--- src/rtl/axi_pkg.sv ---
// Shared AXI definitions: burst/response encodings, write-responder FSM states
// and the 4 KB crossing helper.
package axi_pkg;

  localparam logic [1:0] AXI_BURST_FIXED = 2'b00;
  localparam logic [1:0] AXI_BURST_INCR  = 2'b01;
  localparam logic [1:0] AXI_BURST_WRAP  = 2'b10;

  localparam logic [1:0] AXI_RESP_OKAY   = 2'b00;
  localparam logic [1:0] AXI_RESP_SLVERR = 2'b10;

  typedef enum logic [1:0] {
    ST_IDLE = 2'd0,
    ST_DATA = 2'd1,
    ST_RESP = 2'd2
  } wr_state_e;

  // True when a burst starting at page offset addr_lo runs past the 4 KB page.
  function automatic logic crosses_4k(input logic [11:0] addr_lo,
                                      input logic [31:0] beats,
                                      input logic [31:0] bytes);
    return (32'(addr_lo) + beats * bytes) > 32'd4096;
  endfunction

endpackage

--- src/rtl/axi_wr_slave_if.sv ---
// AXI4 write-channel bundle (AW, W, B) between a master and the write responder.
interface axi_wr_slave_if #(
  parameter int unsigned ADDR_W = 32,
  parameter int unsigned DATA_W = 32,
  parameter int unsigned ID_W   = 1,
  parameter int unsigned LEN_W  = 8
);

  logic [ID_W-1:0]     awid;
  logic [ADDR_W-1:0]   awaddr;
  logic [LEN_W-1:0]    awlen;
  logic [1:0]          awburst;
  logic                awvalid;
  logic                awready;

  logic [DATA_W-1:0]   wdata;
  logic [DATA_W/8-1:0] wstrb;
  logic                wlast;
  logic                wvalid;
  logic                wready;

  logic [ID_W-1:0]     bid;
  logic [1:0]          bresp;
  logic                bvalid;
  logic                bready;

  modport master (
    output awid, awaddr, awlen, awburst, awvalid,
    output wdata, wstrb, wlast, wvalid,
    output bready,
    input  awready, wready, bid, bresp, bvalid
  );

  modport slave (
    input  awid, awaddr, awlen, awburst, awvalid,
    input  wdata, wstrb, wlast, wvalid,
    input  bready,
    output awready, wready, bid, bresp, bvalid
  );

endinterface

--- src/rtl/axi_burst_cnt.sv ---
// Burst address/beat counter: loads a start address, then steps address and
// beat count once per accepted beat. Address wraps modulo 2^ADDR_W.
module axi_burst_cnt #(
  parameter int unsigned ADDR_W = 32,
  parameter int unsigned LEN_W  = 8,
  parameter int unsigned STEP   = 4
) (
  input  logic              clk,
  input  logic              rst,
  input  logic              load,
  input  logic [ADDR_W-1:0] load_addr,
  input  logic              inc,
  output logic [ADDR_W-1:0] addr,
  output logic [LEN_W-1:0]  cnt
);

  logic [ADDR_W-1:0] addr_q, addr_d;
  logic [LEN_W-1:0]  cnt_q, cnt_d;

  // Next address/count: load has priority over increment.
  always_comb begin
    addr_d = addr_q;
    cnt_d  = cnt_q;
    if (load) begin
      addr_d = load_addr;
      cnt_d  = '0;
    end else if (inc) begin
      addr_d = addr_q + ADDR_W'(STEP);
      cnt_d  = cnt_q + LEN_W'(1);
    end
  end

  // Counter registers, synchronous active-low reset.
  always_ff @(posedge clk) begin
    if (!rst) begin
      addr_q <= '0;
      cnt_q  <= '0;
    end else begin
      addr_q <= addr_d;
      cnt_q  <= cnt_d;
    end
  end

  assign addr = addr_q;
  assign cnt  = cnt_q;

endmodule

--- src/rtl/axi_wr_slave.sv ---
// AXI4 INCR write responder: replays each W beat as one native write, one
// outstanding burst at a time. Optional macro AXI_WR_SLAVE_4K_CHECK_EN rejects
// bursts crossing a 4 KB page with SLVERR.
module axi_wr_slave
  import axi_pkg::*;
#(
  parameter int unsigned ADDR_W = 32,
  parameter int unsigned DATA_W = 32,
  parameter int unsigned ID_W   = 1,
  parameter int unsigned LEN_W  = 8
) (
  input  logic                clk,
  input  logic                rst,
  axi_wr_slave_if.slave       s_axi,
  output logic                valid,
  output logic [ADDR_W-1:0]   address,
  output logic [DATA_W-1:0]   wdata,
  output logic [DATA_W/8-1:0] wstrb,
  input  logic                ready
);

  localparam int unsigned BYTES = DATA_W / 8;

  wr_state_e         state_q, state_d;
  logic              err_q, err_d;
  logic [ID_W-1:0]   id_q, id_d;
  logic [LEN_W-1:0]  len_q, len_d;
  logic              awready_q, awready_d;
  logic              bvalid_q, bvalid_d;
  logic [1:0]        bresp_q, bresp_d;

  logic [ADDR_W-1:0] cnt_addr;
  logic [LEN_W-1:0]  beat_cnt;
  logic              cnt_load_c, cnt_inc_c;
  logic [ADDR_W-1:0] aligned_addr_c;

  logic              aw_hs_c, in_data_c, overrun_c, drain_c, wready_c, beat_c;

  axi_burst_cnt #(
    .ADDR_W (ADDR_W),
    .LEN_W  (LEN_W),
    .STEP   (BYTES)
  ) u_cnt (
    .clk       (clk),
    .rst       (rst),
    .load      (cnt_load_c),
    .load_addr (aligned_addr_c),
    .inc       (cnt_inc_c),
    .addr      (cnt_addr),
    .cnt       (beat_cnt)
  );

  // Beat qualification: overrun/zero-strobe/errored beats are drained locally.
  always_comb begin
    aligned_addr_c = s_axi.awaddr & ~ADDR_W'(BYTES - 1);
    aw_hs_c        = (state_q == ST_IDLE) & s_axi.awvalid & awready_q;
    in_data_c      = (state_q == ST_DATA);
    overrun_c      = in_data_c & (beat_cnt == len_q) & ~s_axi.wlast;
    drain_c        = err_q | overrun_c | ~|s_axi.wstrb;
    wready_c       = in_data_c & (drain_c | ready);
    beat_c         = s_axi.wvalid & wready_c;
  end

  // Next-state and registered-output logic.
  always_comb begin
    state_d    = state_q;
    err_d      = err_q;
    id_d       = id_q;
    len_d      = len_q;
    awready_d  = awready_q;
    bvalid_d   = bvalid_q;
    bresp_d    = bresp_q;
    cnt_load_c = 1'b0;
    cnt_inc_c  = 1'b0;
    case (state_q)
      ST_IDLE: begin
        awready_d = 1'b1;
        if (aw_hs_c) begin
          id_d       = s_axi.awid;
          len_d      = s_axi.awlen;
          cnt_load_c = 1'b1;
          awready_d  = 1'b0;
          state_d    = ST_DATA;
`ifdef AXI_WR_SLAVE_4K_CHECK_EN
          err_d = (s_axi.awburst != AXI_BURST_INCR) |
                  crosses_4k(s_axi.awaddr[11:0], 32'(s_axi.awlen) + 32'd1, 32'(BYTES));
`else
          err_d = (s_axi.awburst != AXI_BURST_INCR);
`endif
        end
      end
      ST_DATA: begin
        awready_d = 1'b0;
        if (beat_c) begin
          cnt_inc_c = 1'b1;
          err_d     = err_q | overrun_c | (s_axi.wlast & (beat_cnt != len_q));
          if (s_axi.wlast) begin
            state_d  = ST_RESP;
            bvalid_d = 1'b1;
            bresp_d  = err_d ? AXI_RESP_SLVERR : AXI_RESP_OKAY;
          end
        end
      end
      ST_RESP: begin
        if (s_axi.bready) begin
          bvalid_d  = 1'b0;
          awready_d = 1'b1;
          state_d   = ST_IDLE;
        end
      end
      default: begin
        state_d   = ST_IDLE;
        awready_d = 1'b0;
        bvalid_d  = 1'b0;
      end
    endcase
  end

  // State and output registers, synchronous active-low reset.
  always_ff @(posedge clk) begin
    if (!rst) begin
      state_q   <= ST_IDLE;
      err_q     <= 1'b0;
      id_q      <= '0;
      len_q     <= '0;
      awready_q <= 1'b0;
      bvalid_q  <= 1'b0;
      bresp_q   <= AXI_RESP_OKAY;
    end else begin
      state_q   <= state_d;
      err_q     <= err_d;
      id_q      <= id_d;
      len_q     <= len_d;
      awready_q <= awready_d;
      bvalid_q  <= bvalid_d;
      bresp_q   <= bresp_d;
    end
  end

  assign s_axi.awready = awready_q;
  assign s_axi.wready  = wready_c;
  assign s_axi.bid     = id_q;
  assign s_axi.bresp   = bresp_q;
  assign s_axi.bvalid  = bvalid_q;

  assign valid   = in_data_c & s_axi.wvalid & ~drain_c;
  assign address = cnt_addr;
  assign wdata   = s_axi.wdata;
  assign wstrb   = s_axi.wstrb;

endmodule

--- src/flat_wrapper.sv ---
// flat-port wrapper written by rule: the top's interface ports become plain ports
module axi_wr_slave_flat import axi_pkg::*;
#(
  parameter int unsigned ADDR_W = 32,
  parameter int unsigned DATA_W = 32,
  parameter int unsigned ID_W   = 1,
  parameter int unsigned LEN_W  = 8
)
  (clk, rst, valid, address, wdata, wstrb, ready, s_axi_awid, s_axi_awaddr, s_axi_awlen, s_axi_awburst, s_axi_awvalid, s_axi_wdata, s_axi_wstrb, s_axi_wlast, s_axi_wvalid, s_axi_bready, s_axi_awready, s_axi_wready, s_axi_bid, s_axi_bresp, s_axi_bvalid);
  axi_wr_slave_if #(.ADDR_W(ADDR_W), .DATA_W(DATA_W), .ID_W(ID_W), .LEN_W(LEN_W)) s_axi_i ();
  input  logic clk;
  input  logic rst;
  output logic valid;
  output logic [ADDR_W-1:0] address;
  output logic [DATA_W-1:0] wdata;
  output logic [DATA_W/8-1:0] wstrb;
  input  logic ready;
  input wire logic [$bits(s_axi_i.awid)-1:0] s_axi_awid;
  input wire logic [$bits(s_axi_i.awaddr)-1:0] s_axi_awaddr;
  input wire logic [$bits(s_axi_i.awlen)-1:0] s_axi_awlen;
  input wire logic [$bits(s_axi_i.awburst)-1:0] s_axi_awburst;
  input wire logic [$bits(s_axi_i.awvalid)-1:0] s_axi_awvalid;
  input wire logic [$bits(s_axi_i.wdata)-1:0] s_axi_wdata;
  input wire logic [$bits(s_axi_i.wstrb)-1:0] s_axi_wstrb;
  input wire logic [$bits(s_axi_i.wlast)-1:0] s_axi_wlast;
  input wire logic [$bits(s_axi_i.wvalid)-1:0] s_axi_wvalid;
  input wire logic [$bits(s_axi_i.bready)-1:0] s_axi_bready;
  output wire logic [$bits(s_axi_i.awready)-1:0] s_axi_awready;
  output wire logic [$bits(s_axi_i.wready)-1:0] s_axi_wready;
  output wire logic [$bits(s_axi_i.bid)-1:0] s_axi_bid;
  output wire logic [$bits(s_axi_i.bresp)-1:0] s_axi_bresp;
  output wire logic [$bits(s_axi_i.bvalid)-1:0] s_axi_bvalid;
  assign s_axi_i.awid = s_axi_awid;
  assign s_axi_i.awaddr = s_axi_awaddr;
  assign s_axi_i.awlen = s_axi_awlen;
  assign s_axi_i.awburst = s_axi_awburst;
  assign s_axi_i.awvalid = s_axi_awvalid;
  assign s_axi_i.wdata = s_axi_wdata;
  assign s_axi_i.wstrb = s_axi_wstrb;
  assign s_axi_i.wlast = s_axi_wlast;
  assign s_axi_i.wvalid = s_axi_wvalid;
  assign s_axi_i.bready = s_axi_bready;
  assign s_axi_awready = s_axi_i.awready;
  assign s_axi_wready = s_axi_i.wready;
  assign s_axi_bid = s_axi_i.bid;
  assign s_axi_bresp = s_axi_i.bresp;
  assign s_axi_bvalid = s_axi_i.bvalid;
  axi_wr_slave #(.ADDR_W(ADDR_W), .DATA_W(DATA_W), .ID_W(ID_W), .LEN_W(LEN_W)) u_core (.clk(clk), .rst(rst), .s_axi(s_axi_i), .valid(valid), .address(address), .wdata(wdata), .wstrb(wstrb), .ready(ready));
endmodule
--- config.mk ---
export PLATFORM = sky130hd
export DESIGN_NAME = axi_wr_slave_flat
export DESIGN_NICKNAME = d
export VERILOG_FILES = /design/src/rtl/axi_pkg.sv /design/src/rtl/axi_wr_slave_if.sv /design/src/rtl/axi_burst_cnt.sv /design/src/rtl/axi_wr_slave.sv /design/src/flat_wrapper.sv
export SDC_FILE = /design/constraint.sdc
export NUM_CORES = 1
export LEC_CHECK = 0
export BUFFER_PORTS_ARGS = -buffer_cell sky130_fd_sc_hd__buf_2
export CELL_PAD_IN_SITES_DETAIL_PLACEMENT = 1
export CELL_PAD_IN_SITES_GLOBAL_PLACEMENT = 2
export CORE_MARGIN = 10
export CORE_UTILIZATION = 27
export CTS_CLUSTER_DIAMETER = 200
export CTS_CLUSTER_SIZE = 16
export DETAILED_ROUTE_END_ITERATION = 8
export PLACE_DENSITY = 0.84
export SETUP_SLACK_MARGIN = 0.05
export SYNTH_ARGS = -nofsm -noshare
export SYNTH_HDL_FRONTEND = slang
export SYNTH_SLANG_ARGS = --single-unit
--- constraint.sdc ---
create_clock -name clk -period 4.1 [get_ports clk]
set_input_delay 0.82 -clock clk [delete_from_list [all_inputs] [get_ports clk]]
set_output_delay 0.82 -clock clk [all_outputs]
set_load 0.05 [all_outputs]
# Word level (Yosys, flattened, before mapping)

Cells that the tools add are included.

Output and inout port bits: 75
Register bits after elaboration: 56

Reduce and logical (&&, ||, !) cells: 11
Add/sub/neg operators: 2
Bitwise operators: 17
Equal/unequal tests: 9
Muxes and demuxes: 22

Operators by type and width:

| kind                                                  | number |
|---|---|
| 2-to-1 mux 32 bit                                     | 2 |
| adder 32 x 3 -> 32 bit, second input constant         | 1 |
| 2-to-1 mux 1 bit                                      | 11 |
| 2-to-1 mux 2 bit                                      | 5 |
| bitwise AND 1 bit                                     | 9 |
| adder 8 x 1 -> 8 bit, second input constant           | 1 |
| == test 8 bit                                         | 1 |
| inequality test 8 bit                                 | 1 |
| AND reduction 4 bit                                   | 2 |
| inequality test 2 bit, second input constant          | 3 |
| case mux 2 bit (3 select lines)                       | 1 |
| AND reduction 3 bit                                   | 2 |
| inequality test 2 x 1 -> 1 bit, second input constant | 2 |
| NOT 1 bit                                             | 4 |
| OR 1 bit                                              | 4 |
| case mux 1 bit (2 select lines)                       | 2 |
| nonzero test 2 bit                                    | 2 |
| OR reduction 4 bit                                    | 1 |
| case mux 1 bit (3 select lines)                       | 1 |
| == test 2 x 1 -> 1 bit, second input constant         | 1 |
| == test 2 bit, second input constant                  | 1 |
| logical NOT 2 bit                                     | 1 |
| AND reduction 2 bit                                   | 1 |
| OR reduction 2 bit                                    | 1 |
| logical NOT 1 bit                                     | 1 |

# Depth between registers and ports, before layout

Gate-level depths: netlist of run 1.

Depth after elaboration: 12
Gate-level depth with buffers: 8
Gate-level depth less buffers: 6

# Hierarchy

A second synthesis of run 1 with hierarchy kept.

Cells, all modules: 396
Area, all modules: 3,248.1 µm²

By module, submodules not included:

| module        | area an instance (µm²) | times used | sequential area each (µm²) | cells an instance |
|---|---|---|---|---|
| axi_burst_cnt | 2,193.4                | 1          | 800.8                      | 266 |
| axi_wr_slave  | 1,054.8                | 1          | 300.3                      | 130 |

# Worst setup path before layout of run 1

Ideal clock, no wire load.

Path kind: input port to output port
From: in s_axi_wstrb[3]
To: out valid
Buffers on the path: 0
Path slack: 0.892 ns
Cell stages on the path: 2
Data required time: 3.280 ns
Data arrival time: 2.388 ns
Cells stage by stage: nor4_2 -> nor4_1

Cells in the longest elaborated chain, start to end: 5

RTL lines:

| what               | RTL line            | source |
|---|---|---|
| from (decl)        | flat_wrapper.sv:24  | `input wire logic [$bits(s_axi_i.wstrb)-1:0] s_axi_wstrb;` |
| OR reduction 4 bit | axi_wr_slave.sv:59  | `drain_c = err_q \| overrun_c \| ~\|s_axi.wstrb;` |
| logical NOT 1 bit  | axi_wr_slave.sv:59  |  |
| OR 1 bit           | axi_wr_slave.sv:59  |  |
| NOT 1 bit          | axi_wr_slave.sv:146 | `assign valid = in_data_c & s_axi.wvalid & ~drain_c;` |
| bitwise AND 1 bit  | axi_wr_slave.sv:146 |  |
| to (decl)          | flat_wrapper.sv:13  | `output logic valid;` |

Every way passes these cells.

# Worst setup path after layout of run 1

From: in s_axi_wstrb[1]
To: reg u_core.u_cnt.addr_q[7] (netlist: u_core.u_cnt.addr[7])

Cells in the longest elaborated chain, start to end: 9

RTL lines:

| what                         | RTL line            | source |
|---|---|---|
| OR reduction 4 bit           | axi_wr_slave.sv:59  |  |
| logical NOT 1 bit            | axi_wr_slave.sv:59  |  |
| OR 1 bit                     | axi_wr_slave.sv:59  |  |
| OR 1 bit                     | axi_wr_slave.sv:60  | `wready_c = in_data_c & (drain_c \| ready);` |
| bitwise AND 1 bit            | axi_wr_slave.sv:60  |  |
| bitwise AND 1 bit            | axi_wr_slave.sv:61  | `beat_c = s_axi.wvalid & wready_c;` |
| 2-to-1 mux 1 bit             | axi_wr_slave.sv:94  | `if (beat_c) begin` |
| 2-to-1 mux 1 bit             | axi_wr_slave.sv:75  | `case (state_q)` |
| nonzero test 2 bit (no line) | --                  |  |
| to (signal assigned)         | axi_burst_cnt.sv:39 | `addr_q <= addr_d;` |
| to (decl)                    | axi_burst_cnt.sv:17 | `logic [ADDR_W-1:0] addr_q, addr_d;` |

Every way passes these cells.
A chain may end at the register's enable or synchronous reset.

==> results.sh, run 1 <==
export IMPL_max_cap_violations=0
export IMPL_criticalPathCategory="input pin to register"
export IMPL_outcome="completed"
export IMPL_die_area_um2=16510
export IMPL_post_route_drc_count=0
export IMPL_regArea_um2=1061
export IMPL_num_rows=39
export IMPL_final_common_cell="buf_2"
export IMPL_seq_power_share_pct=43.5
export IMPL_diodes=0
export IMPL_p_comb_share_pct=23.4
export IMPL_p_sw_share_pct=33.50
export IMPL_synth_top_area_cell="dfxtp_1"
export IMPL_rsz0062_at_grt="false"
export IMPL_cts_buffers=5
export IMPL_clock_sinks=53
export IMPL_synth_area_top_cells="dfxtp_1 (33%), buf_4 (9.4%), o21ai_0 (5.2%)"
export IMPL_overflow=0
export IMPL_synth_seq_area_share_pct=33.39
export IMPL_drt_iter0_markers=179
export IMPL_p_int_mw=0.8954
export IMPL_fin_nets=518
export IMPL_multiInputGateArea_um2=1722
export IMPL_power_density_nw_per_um2=370.4
export IMPL_switchingPower_mw=0.4511
export IMPL_hp_class="register to register"
export IMPL_track_usage_pct=11.91
export IMPL_final_hold_violation_count=0
export IMPL_ys_flop_type="dfxtp_1"
export IMPL_wl_mm=9.929
export IMPL_antenna_found_initial=0
export IMPL_vias=2930
export IMPL_htree_levels=2
export IMPL_synth_edf_count=0
export IMPL_yosys_warnings=0
export IMPL_grt_pass1_vias=3133
export IMPL_cts_buffer_depth=2
export IMPL_worstSetupStartpoint="s_axi_wstrb[1]"
export IMPL_die_width_um=128.5
export IMPL_yosysTopAreaCellShare_pct=33.39
export IMPL_power_frac_clock_pct=33.1
export IMPL_clkTransAtPathRegs_ns=0.06
export IMPL_worstMarginPinSlew_ns=0.8749
export IMPL_io_pin_count=161
export IMPL_start_kind="input pin"
export IMPL_gp_congestion=0.7949
export IMPL_rrSetupSlack_ns=1.47
export IMPL_cts_hold_buffers=0
export IMPL_fin_crit_sh_pct=72.08
export IMPL_coreArea_um2=11470
export IMPL_initial_core_util_pct=27.71
export IMPL_drv_slew=0
export IMPL_critical_path_cell_chain="buf_2 > nor4_2 > nor3_1 > a21o_1 > nor2_1 > a211oi_1 > a311oi_1"
export IMPL_crit_slowest_cell="nor2_1"
export IMPL_clockRootBuffer="clkbuf_16"
export IMPL_post_cts_buffers=0
export IMPL_viasPerCell=5.105
export IMPL_tritoncts="built"
export IMPL_crit_required_ns=4.30
export IMPL_critical_path_arrival_ns=3.15
export IMPL_syn_avg_cell_area_um2=8.298
export IMPL_critPathTopFamily="simple AND/OR/NAND/NOR gates"
export IMPL_drive_gt1_share_pct=28.54
export IMPL_cp_max_fo=17
export IMPL_routedWlPerCell_um=17.30
export IMPL_drtAntennaViolNets=0
export IMPL_synthArstFlopShare_pct=0
export IMPL_p_leak_nw=1.451
export IMPL_dp_hpwl_mm=7.693
export IMPL_end_kind="register"
export IMPL_reg2reg_to="u_core.u_cnt.addr[7]$_SDFFE_PN0P_"
export IMPL_peakVddDrop_mv=0.1670
export IMPL_place_inst=566
export IMPL_ctsResizeCount=0
export IMPL_setup_tns_final_ns=0
export IMPL_grt_pass1_wl_mm=16.39
export IMPL_period_needed_ns=2.955
export IMPL_critPathMaxStageDelay_ns=0.79
export IMPL_synth_distinct_cells=50
export IMPL_netlist_instances=383
export IMPL_clock_skew_ns=0.005485
export IMPL_slew_headroom_pct=41.67
export IMPL_first_pass_iters=4
export IMPL_setup_violations=0
export IMPL_whs_path_depth=2
export IMPL_stdcell_count=574
export IMPL_clk_latency_ns=0.29
export IMPL_areaGrowthSynthToFinish_pct=14.37
export IMPL_synth_seq_cells=53
export IMPL_path_buf_inv=1
export IMPL_hp_start="u_core.s_axi.bid$_SDFFE_PN0P_"
export IMPL_holdPathEnd="u_core.s_axi.bid$_SDFFE_PN0P_"
export IMPL_grt_max_degree=37
export IMPL_fillers=1400
export IMPL_p_total_mw=1.346
export IMPL_port_buffers=91
export IMPL_final_cell_mix="buf_2 (91), dfxtp_1 (53), nand2_1 (39)"
export IMPL_reg2reg_from="u_core.state_q[0]$_SDFFE_PN0P_"
export IMPL_die_height_um=128.5
export IMPL_syn_area_um2=3178
export IMPL_r2r_cells=6
export IMPL_fmax_mhz=338.4
export IMPL_holdWs_ns=0.4620
[flip-flops by register name (all words and copies together), names as in the netlist]
name / flops
u_core.s_axi.bresp: 1
u_core.s_axi.bid: 1
u_core.err_q: 1
u_core.s_axi.awready: 1
u_core.len_q: 8
u_core.u_cnt.addr: 30
u_core.u_cnt.cnt: 8
u_core.s_axi.bvalid: 1
u_core.state_q: 2
[tightest hold or removal path, delay by kind of cell (launching register included)]
| family | cells | cell delay [ns] |
|---|---|---|
| compound gates | 1 | 0.05 |
| flops | 1 | 0.31 |
| simple gates | 1 | 0.05 |
[worst max path at each step]
stage                                                    to  cells after the start  slack [ns]
after global routing      u_core.u_cnt.addr[7]$_SDFFE_PN0P_                      7        0.81
final                     u_core.u_cnt.addr[7]$_SDFFE_PN0P_                      7        1.14
after floorplan                                       valid                      2        0.89
after CTS                 u_core.u_cnt.addr[7]$_SDFFE_PN0P_                      7        1.09
after global placement    u_core.u_cnt.addr[7]$_SDFFE_PN0P_                      7        0.86
after detailed placement  u_core.u_cnt.addr[7]$_SDFFE_PN0P_                      7        0.80
[power by group through the flow]
stage	logic, mW	clock network (mW)	registers (mW)
3_5_place_dp	0.319	0	0.597
4_1_cts	0.320	0.464	0.586
5_1_grt	0.344	0.482	0.593
2_1_floorplan	0.229	0	0.680
6_report	0.315	0.445	0.586
3_3_place_gp	0.314	0	0.596
[Yosys cell counts, types with 11 or more instances]
master	n
nand3_1	11
buf_4	40
and3_1	12
clkbuf_1	13
dfxtp_1	53
a21oi_1	26
o21ai_0	33
a211oi_1	12
nand2_1	39
nor2_1	16
xnor2_1	15
[stage by stage]
step | setup WS [ns] | util [%] | instance area, um^2
floorplan | 0.8924 | - | 3186
global placement | 0.8605 | 30.32 | 3477
detailed placement | 0.7992 | 30.32 | 3477
CTS | 1.087 | 31.70 | 3635
global route | 0.8141 | 31.70 | 3635
finish | 1.145 | 31.70 | 3635
[area by class of cell]
class                           count  area share, %
Clock buffer                        7          4.200
Inverter                           10          1.033
Clock inverter                      1         0.1377
Tap cell                          143          4.923
Multi-Input combinational cell    266          47.37
Sequential cell                    53          29.19
Timing Repair Buffer               94          13.15
[cells by family (layout without fill, tap and decap cells)]
family / Yosys count / count (layout) / share of synthesized area [%]
other: 1 / 3 / 0.1180
buffers and inverters: 66 / 112 / 12.83
and+or+nand+nor: 139 / 139 / 27.17
DFF: 53 / 53 / 33.39
adders and majority gates: 2 / 2 / 0.7873
AOI/OAI and AO/OA: 97 / 97 / 18.82
xor gates and xnor gates: 25 / 25 / 6.890
[routing by layer]
metal | global-route usage (%) | vias up | share of wire [%]
met5 | 0 | - | 0
met4 | 3.471 | 0 | 1.7
met3 | 3.696 | 22 | 7.1
met2 | 18.64 | 76 | 45
met1 | 15.41 | 1384 | 46
li1 | - | 1448 | -
Power figures use the tool's default switching activity.
==> run 2: changes to the inputs <==
CORE_UTILIZATION = 25   (was 27)
PLACE_DENSITY = 0.78   (was 0.84)
clock period = 2.8 ns   (was 4.1 ns; I/O delays follow)
==> run 2 against run 1 <==
  * Utilization decreased by 1.5 points
  * Count of clock-buffer cells in the layout down 2
  * Global-route usage is 0.28 points lower
  * Routed wire length is 5.0% higher
  * Die area increased by 6.7%
  * Critical path depth fell by 1
  * Register-to-register slack worse by 1.1 ns
  * Critical path type is now register to primary output
  * Largest power group unchanged
==> results.sh, run 2 (synthesis results as in run 1) <==
export IMPL_cts_buffers=5
export IMPL_port_buffers=91
export IMPL_cts_buffer_depth=2
export IMPL_setup_violations=0
export IMPL_outcome="completed"
export IMPL_die_area_um2=17620
export IMPL_gp_congestion=0.7664
export IMPL_die_height_um=132.8
export IMPL_clk_latency_ns=0.30
export IMPL_io_pin_count=161
export IMPL_power_density_nw_per_um2=549.6
export IMPL_crit_required_ns=2.24
export IMPL_vias=2947
export IMPL_drtAntennaViolNets=0
export IMPL_reg2reg_from="u_core.u_cnt.cnt[0]$_SDFFE_PP0P_"
export IMPL_grt_pass1_wl_mm=16.93
export IMPL_clockRootBuffer="clkbuf_16"
export IMPL_fin_nets=529
export IMPL_rrSetupSlack_ns=0.37
export IMPL_worstMarginPinSlew_ns=0.6763
export IMPL_clock_sinks=53
export IMPL_routedWlPerCell_um=16.98
export IMPL_period_needed_ns=2.523
export IMPL_num_rows=41
export IMPL_viasPerCell=4.800
export IMPL_overflow=0
export IMPL_clkTransAtPathRegs_ns=0.08
export IMPL_post_route_drc_count=0
export IMPL_max_cap_violations=0
export IMPL_critical_path_arrival_ns=1.96
export IMPL_pre_cts_ws_ns=0.2212
export IMPL_setup_tns_final_ns=0
export IMPL_areaGrowthSynthToFinish_pct=18.94
export IMPL_track_usage_pct=11.63
export IMPL_start_kind="register"
export IMPL_fmax_mhz=396.3
export IMPL_drv_slew=0
export IMPL_coreArea_um2=12520
export IMPL_cts_hold_buffers=0
export IMPL_fillers=1588
export IMPL_htree_levels=2
export IMPL_cp_max_fo=4
export IMPL_peakVddDrop_mv=0.2743
export IMPL_crit_slowest_cell="dfxtp_1"
export IMPL_final_common_cell="buf_2"
export IMPL_grt_max_degree=37
export IMPL_diodes=0
export IMPL_antenna_found_initial=0
export IMPL_hp_start="u_core.len_q[3]$_SDFFE_PN0P_"
export IMPL_die_width_um=132.8
export IMPL_setup_ws_ns=0.2768
export IMPL_tritoncts="built"
export IMPL_first_pass_iters=5
export IMPL_dp_hpwl_mm=8.112
export IMPL_drive_gt1_share_pct=30.77
export IMPL_worstSetupStartpoint="u_core.u_cnt.cnt[0]$_SDFFE_PP0P_"
export IMPL_initial_core_util_pct=25.39
export IMPL_grt_pass1_vias=3189
export IMPL_critPathMaxStageDelay_ns=0.44
export IMPL_rsz0062_at_grt="false"
export IMPL_critical_path_cell_chain="xor2_1 > nor4_4 > nand2_1 > nor2_2 > o21a_1 > buf_2"
export IMPL_wl_mm=10.42
export IMPL_p_leak_nw=1.509
export IMPL_fin_crit_sh_pct=90.11
export IMPL_slew_headroom_pct=54.81
export IMPL_criticalPathCategory="register to primary output"
export IMPL_end_kind="primary output"
export IMPL_drt_iter0_markers=148
export IMPL_hp_class="register to register"
export IMPL_final_hold_violation_count=0
export IMPL_largest_reg_flops=30
export IMPL_clock_skew_ns=0.009398
export IMPL_final_cell_mix="buf_2 (91), dfxtp_1 (53), nand2_1 (39)"
-- run 2: cell count changes in the layout (fill, tap and decap cells not counted), sizes merged --
cell,previous run,this run
buf,94,105
bufinv,0,1
clkbuf,7,5
inv,10,11
-- run 2: worst paths after layout --
check,to,depth (start not counted)
worst max-delay path,s_axi_wready,6
worst min register to register,u_core.len_q[3]$_SDFFE_PN0P_,2
worst max register to register,u_core.u_cnt.addr[4]$_SDFFE_PN0P_,8
worst min-delay path,u_core.len_q[3]$_SDFFE_PN0P_,2
-- run 2: cell type report --
class / instances / area, um^2 / share of cell area [%]
clock buffers: 5 / 125.1 / 3.310
clock inverters: 3 / 50.05 / 1.324
inverters: 10 / 37.54 / 0.9930
multi-input cells: 266 / 1730 / 45.78
flip-flops and latches: 53 / 1061 / 28.07
well taps: 172 / 215.2 / 5.693
repair buffers: 105 / 560.5 / 14.83
-- run 2: routing by layer --
metal  vias to the layer above  share of wire (%)  track usage (%)
met2                        72                 49            19.88
met5                         -                  0                0
met3                        12                6.1            3.369
met1                      1395                 44            14.08
met4                         0               0.85            2.567
li1                       1468                  -                -
-- run 2: what timing repair did --
item                       CTS  global route
resized for setup            0             1
setup endpoints to repair    0             1
setup buffers                0             1
-- run 2: where the power goes --
part	internal [mW]	total [mW]	switching [mW]
registers	0.802	0.860	0.0582
logic	0.141	0.479	0.338
clock network	0.430	0.739	0.308
total	1.37	2.08	0.704
-- run 2: worst max-delay path, delay by kind of cell (launching register included) --
kind / cells / cell delay, ns
and+or+nand+nor: 3 / 0.69
DFF: 1 / 0.44
buffers and inverters: 1 / 0.25
xor gates and xnor gates: 1 / 0.15
AOI/OAI and AO/OA: 1 / 0.13
-- run 2: through the flow --
| step | hold slack [ns] | utilization [%] | cells | power (mW) | cell area (um^2) |
|---|---|---|---|---|---|
| 6_report | 0.4690 | 30.20 | 614 | 2.078 | 3780 |
| 5_1_grt | 0.4999 | 30.20 | 614 | 2.178 | 3780 |
| 4_1_cts | 0.4735 | 30.12 | 613 | 2.099 | 3770 |
| 3_5_place_dp | 0.4630 | 28.72 | 605 | 1.355 | 3595 |
| 2_1_floorplan | 0.4481 | - | 385 | 1.333 | 3192 |
| 3_3_place_gp | 0.4634 | 28.72 | 605 | 1.345 | 3595 |
==> run 3: changes to the inputs <==
ABC_AREA = 1   (was default)
CORE_UTILIZATION = 22   (was 25)
PLACE_DENSITY = 0.74   (was 0.78)
clock period = 2 ns   (was 2.8 ns; I/O delays follow)
==> run 3 against run 2 <==
  * Combinational power increased to 4.8 times the previous value
  * First-iteration DRC count shrank 11%
  * Utilization decreased by 2.5 points
  * Largest power group is now combinational logic
  * Highest routed layer unchanged
==> results.sh, run 3 <==
export IMPL_r2r_cells=17
export IMPL_netlist_instances=539
export IMPL_grt_max_degree=41
export IMPL_holdPathEnd="u_core.len_q[2]$_SDFFE_PN0P_"
export IMPL_clock_sinks=53
export IMPL_holdWs_ns=0.3400
export IMPL_die_height_um=148.1
export IMPL_final_cell_mix="nand2_1 (109), buf_2 (89), nor2_1 (79)"
export IMPL_final_area_um2=4429
export IMPL_max_cap_violations=0
export IMPL_track_usage_pct=11.63
export IMPL_routedWlPerCell_um=15.56
export IMPL_ys_flop_type="dfxtp_1"
export IMPL_cts_buffer_depth=2
export IMPL_dr_wl_met2_mm=6.141
export IMPL_clock_skew_ns=0.005262
export IMPL_power_density_nw_per_um2=1070
export IMPL_place_inst=809
export IMPL_rrSetupSlack_ns=0.09
export IMPL_cts_buffers=5
export IMPL_multiInputGateArea_um2=2032
export IMPL_hp_start="s_axi_awlen[2]"
export IMPL_num_rows=46
export IMPL_syn_avg_cell_area_um2=6.702
export IMPL_synthArstFlopShare_pct=0
export IMPL_dp_hpwl_mm=10.38
export IMPL_synth_area_top_cells="dfxtp_1 (29%), nand2_1 (12%), nor2_1 (8.6%)"
export IMPL_grt_pass1_wl_mm=20.66
export IMPL_final_common_cell="nand2_1"
export IMPL_critPathMostFrequentCell="nand2_1"
export IMPL_wl_met1_mm=5.909
export IMPL_stdcell_count=831
export IMPL_p_comb_share_pct=48.2
export IMPL_fmax_mhz=504.8
export IMPL_yosysTopAreaCellShare_pct=29.37
export IMPL_yosys_warnings=0
export IMPL_setup_violations=0
export IMPL_synthTopCellsByCount="nand2_1 (111), nor2_1 (83), dfxtp_1 (53), o21ai_0 (48), inv_1 (43)"
export IMPL_htree_levels=2
export IMPL_first_pass_iters=4
export IMPL_gp_congestion=0.8044
export IMPL_largest_reg_flops=30
export IMPL_p_leak_nw=1.968
export IMPL_drv_slew=0
export IMPL_synth_seq_area_share_pct=29.37
export IMPL_outcome="completed"
export IMPL_clockRootBuffer="clkbuf_16"
export IMPL_end_kind="primary output"
export IMPL_peakVddDrop_mv=0.3087
export IMPL_crit_slowest_cell="dfxtp_4"
export IMPL_die_area_um2=21940
export IMPL_drive_gt1_share_pct=29.92
export IMPL_setup_tns_final_ns=0
export IMPL_regArea_um2=1091
export IMPL_port_buffers=91
export IMPL_wl_mm=12.93
export IMPL_fillers=2072
export IMPL_antenna_found_initial=0
export IMPL_areaGrowthSynthToFinish_pct=22.62
export IMPL_synth_most_common_cell="nand2_1"
export IMPL_grt_pass1_vias=3840
export IMPL_switchingPower_mw=2.251
export IMPL_power_frac_clock_pct=19.6
export IMPL_whs_path_depth=3
export IMPL_period_needed_ns=1.981
export IMPL_critical_path_cell_chain="xnor2_1 > nand2_1 > nor2_4 > nand3_2 > nand2_1 > inv_1 > and3_4 > buf_6"
export IMPL_syn_area_um2=3612
export IMPL_overflow=0
export IMPL_path_buf_inv=2
export IMPL_diodes=0
export IMPL_post_route_drc_count=0
export IMPL_crit_required_ns=1.60
export IMPL_fin_crit_sh_pct=99.05
export IMPL_final_hold_violation_count=0
export IMPL_die_width_um=148.1
export IMPL_worstSetupStartpoint="u_core.u_cnt.cnt[3]$_SDFFE_PP0P_"
export IMPL_placed_area_um2=4076
export IMPL_critical_path_arrival_ns=1.58
export IMPL_routed_wl_met3_um=665
export IMPL_critPathTopFamily="simple AND/OR/NAND/NOR gates"
export IMPL_hp_class="input pin to register"
export IMPL_fin_nets=702
export IMPL_routed_top_layer="met4"
export IMPL_reg2reg_from="u_core.u_cnt.cnt[5]$_SDFFE_PP0P_"
export IMPL_rsz0062_at_grt="true"
export IMPL_seq_power_share_pct=32.2
export IMPL_clkTransAtPathRegs_ns=0.08
export IMPL_coreArea_um2=16000
export IMPL_drt_iter0_markers=132
export IMPL_initial_core_util_pct=22.58
export IMPL_synth_distinct_cells=40
export IMPL_synth_seq_cells=53
export IMPL_p_int_mw=2.488
export IMPL_clk_latency_ns=0.31
export IMPL_start_kind="register"
export IMPL_drtAntennaViolNets=0
export IMPL_critPathMaxStageDelay_ns=0.35
export IMPL_io_pin_count=161
export IMPL_criticalPathCategory="register to primary output"
export IMPL_tritoncts="built"
export IMPL_viasPerCell=4.448
export IMPL_synth_top_area_cell="dfxtp_1"
export IMPL_cp_max_fo=2
export IMPL_vias=3696
export IMPL_p_sw_share_pct=47.50
export IMPL_synth_edf_count=0
export IMPL_reg2reg_to="u_core.err_q$_SDFFE_PN0P_"
-- run 3: worst min-delay path, cell delays in order --
cell and delay, ns:
buf_2 0.07, o21ai_0 0.07, nor2_1 0.07
-- run 3: cells by family (layout without fill, tap and decap cells) --
group / after synthesis / in the layout / synth area share (%)
XOR/XNOR: 27 / 27 / 6.755
AND/OR/NAND/NOR: 263 / 263 / 33.46
multiplexers: 6 / 6 / 1.663
flip-flops: 53 / 53 / 29.37
buffers and inverters: 103 / 177 / 16.04
other: 1 / 3 / 0.1038
adder cells (fa/ha/maj): 2 / 2 / 0.6926
AO/OA/AOI/OAI: 84 / 84 / 11.92
-- run 3: final cells by class --
type                    instances  area share (%)
flip-flops and latches         53           24.63
inverters                      46           3.898
clock inverters                 3          0.5932
well taps                     216           6.102
repair buffers                123           16.07
multi-input cells             385           45.88
clock buffers                   5           2.825
-- run 3: power by group through the flow --
stage	logic, mW	clock network, mW	registers [mW]
final	2.29	0.928	1.53
after global routing	2.51	0.999	1.57
after CTS	2.25	0.963	1.52
after detailed placement	2.11	0	1.55
after global placement	2.07	0	1.54
after floorplan	1.20	0	2.03
-- run 3: worst max-delay path by stage --
| stage | endpoint | slack (ns) | depth (start not counted) |
|---|---|---|---|
| detailed placement | u_core.u_cnt.addr[12]$_SDFFE_PN0P_ | 0.09 | 10 |
| global placement | u_core.u_cnt.addr[18]$_SDFFE_PN0P_ | 0.16 | 10 |
| global route | valid | -0.08 | 8 |
| finish | valid | 0.02 | 8 |
| CTS | valid | 0.02 | 8 |
| floorplan | u_core.u_cnt.addr[21]$_SDFFE_PN0P_ | 0.13 | 9 |
-- run 3: repair_timing --
item | 4_1_cts | 5_1_grt
endpoints found under the setup margin | 2 | 20
pin swaps | 2 | 7
hold buffers | 0 | 0
gates resized for setup | 18 | 22
setup buffers | 11 | 3
-- run 3: routing by layer --
layer / GRT usage [%] / vias up
li1: - / 1853
met1: 14.39 / 1756
met2: 19.23 / 74
met3: 3.095 / 13
met4: 3.617 / 0
met5: 0 / -
-- run 3: per-stage QoR --
step                      power (mW)  utilization (%)  worst slack, ns
after floorplan                3.223                -           0.1258
after global placement         3.605            25.48           0.1556
after detailed placement       3.661            25.48          0.09138
after CTS                      4.737            27.15          0.02139
after global routing           5.086            27.68         -0.07869
final                          4.739            27.68          0.01900
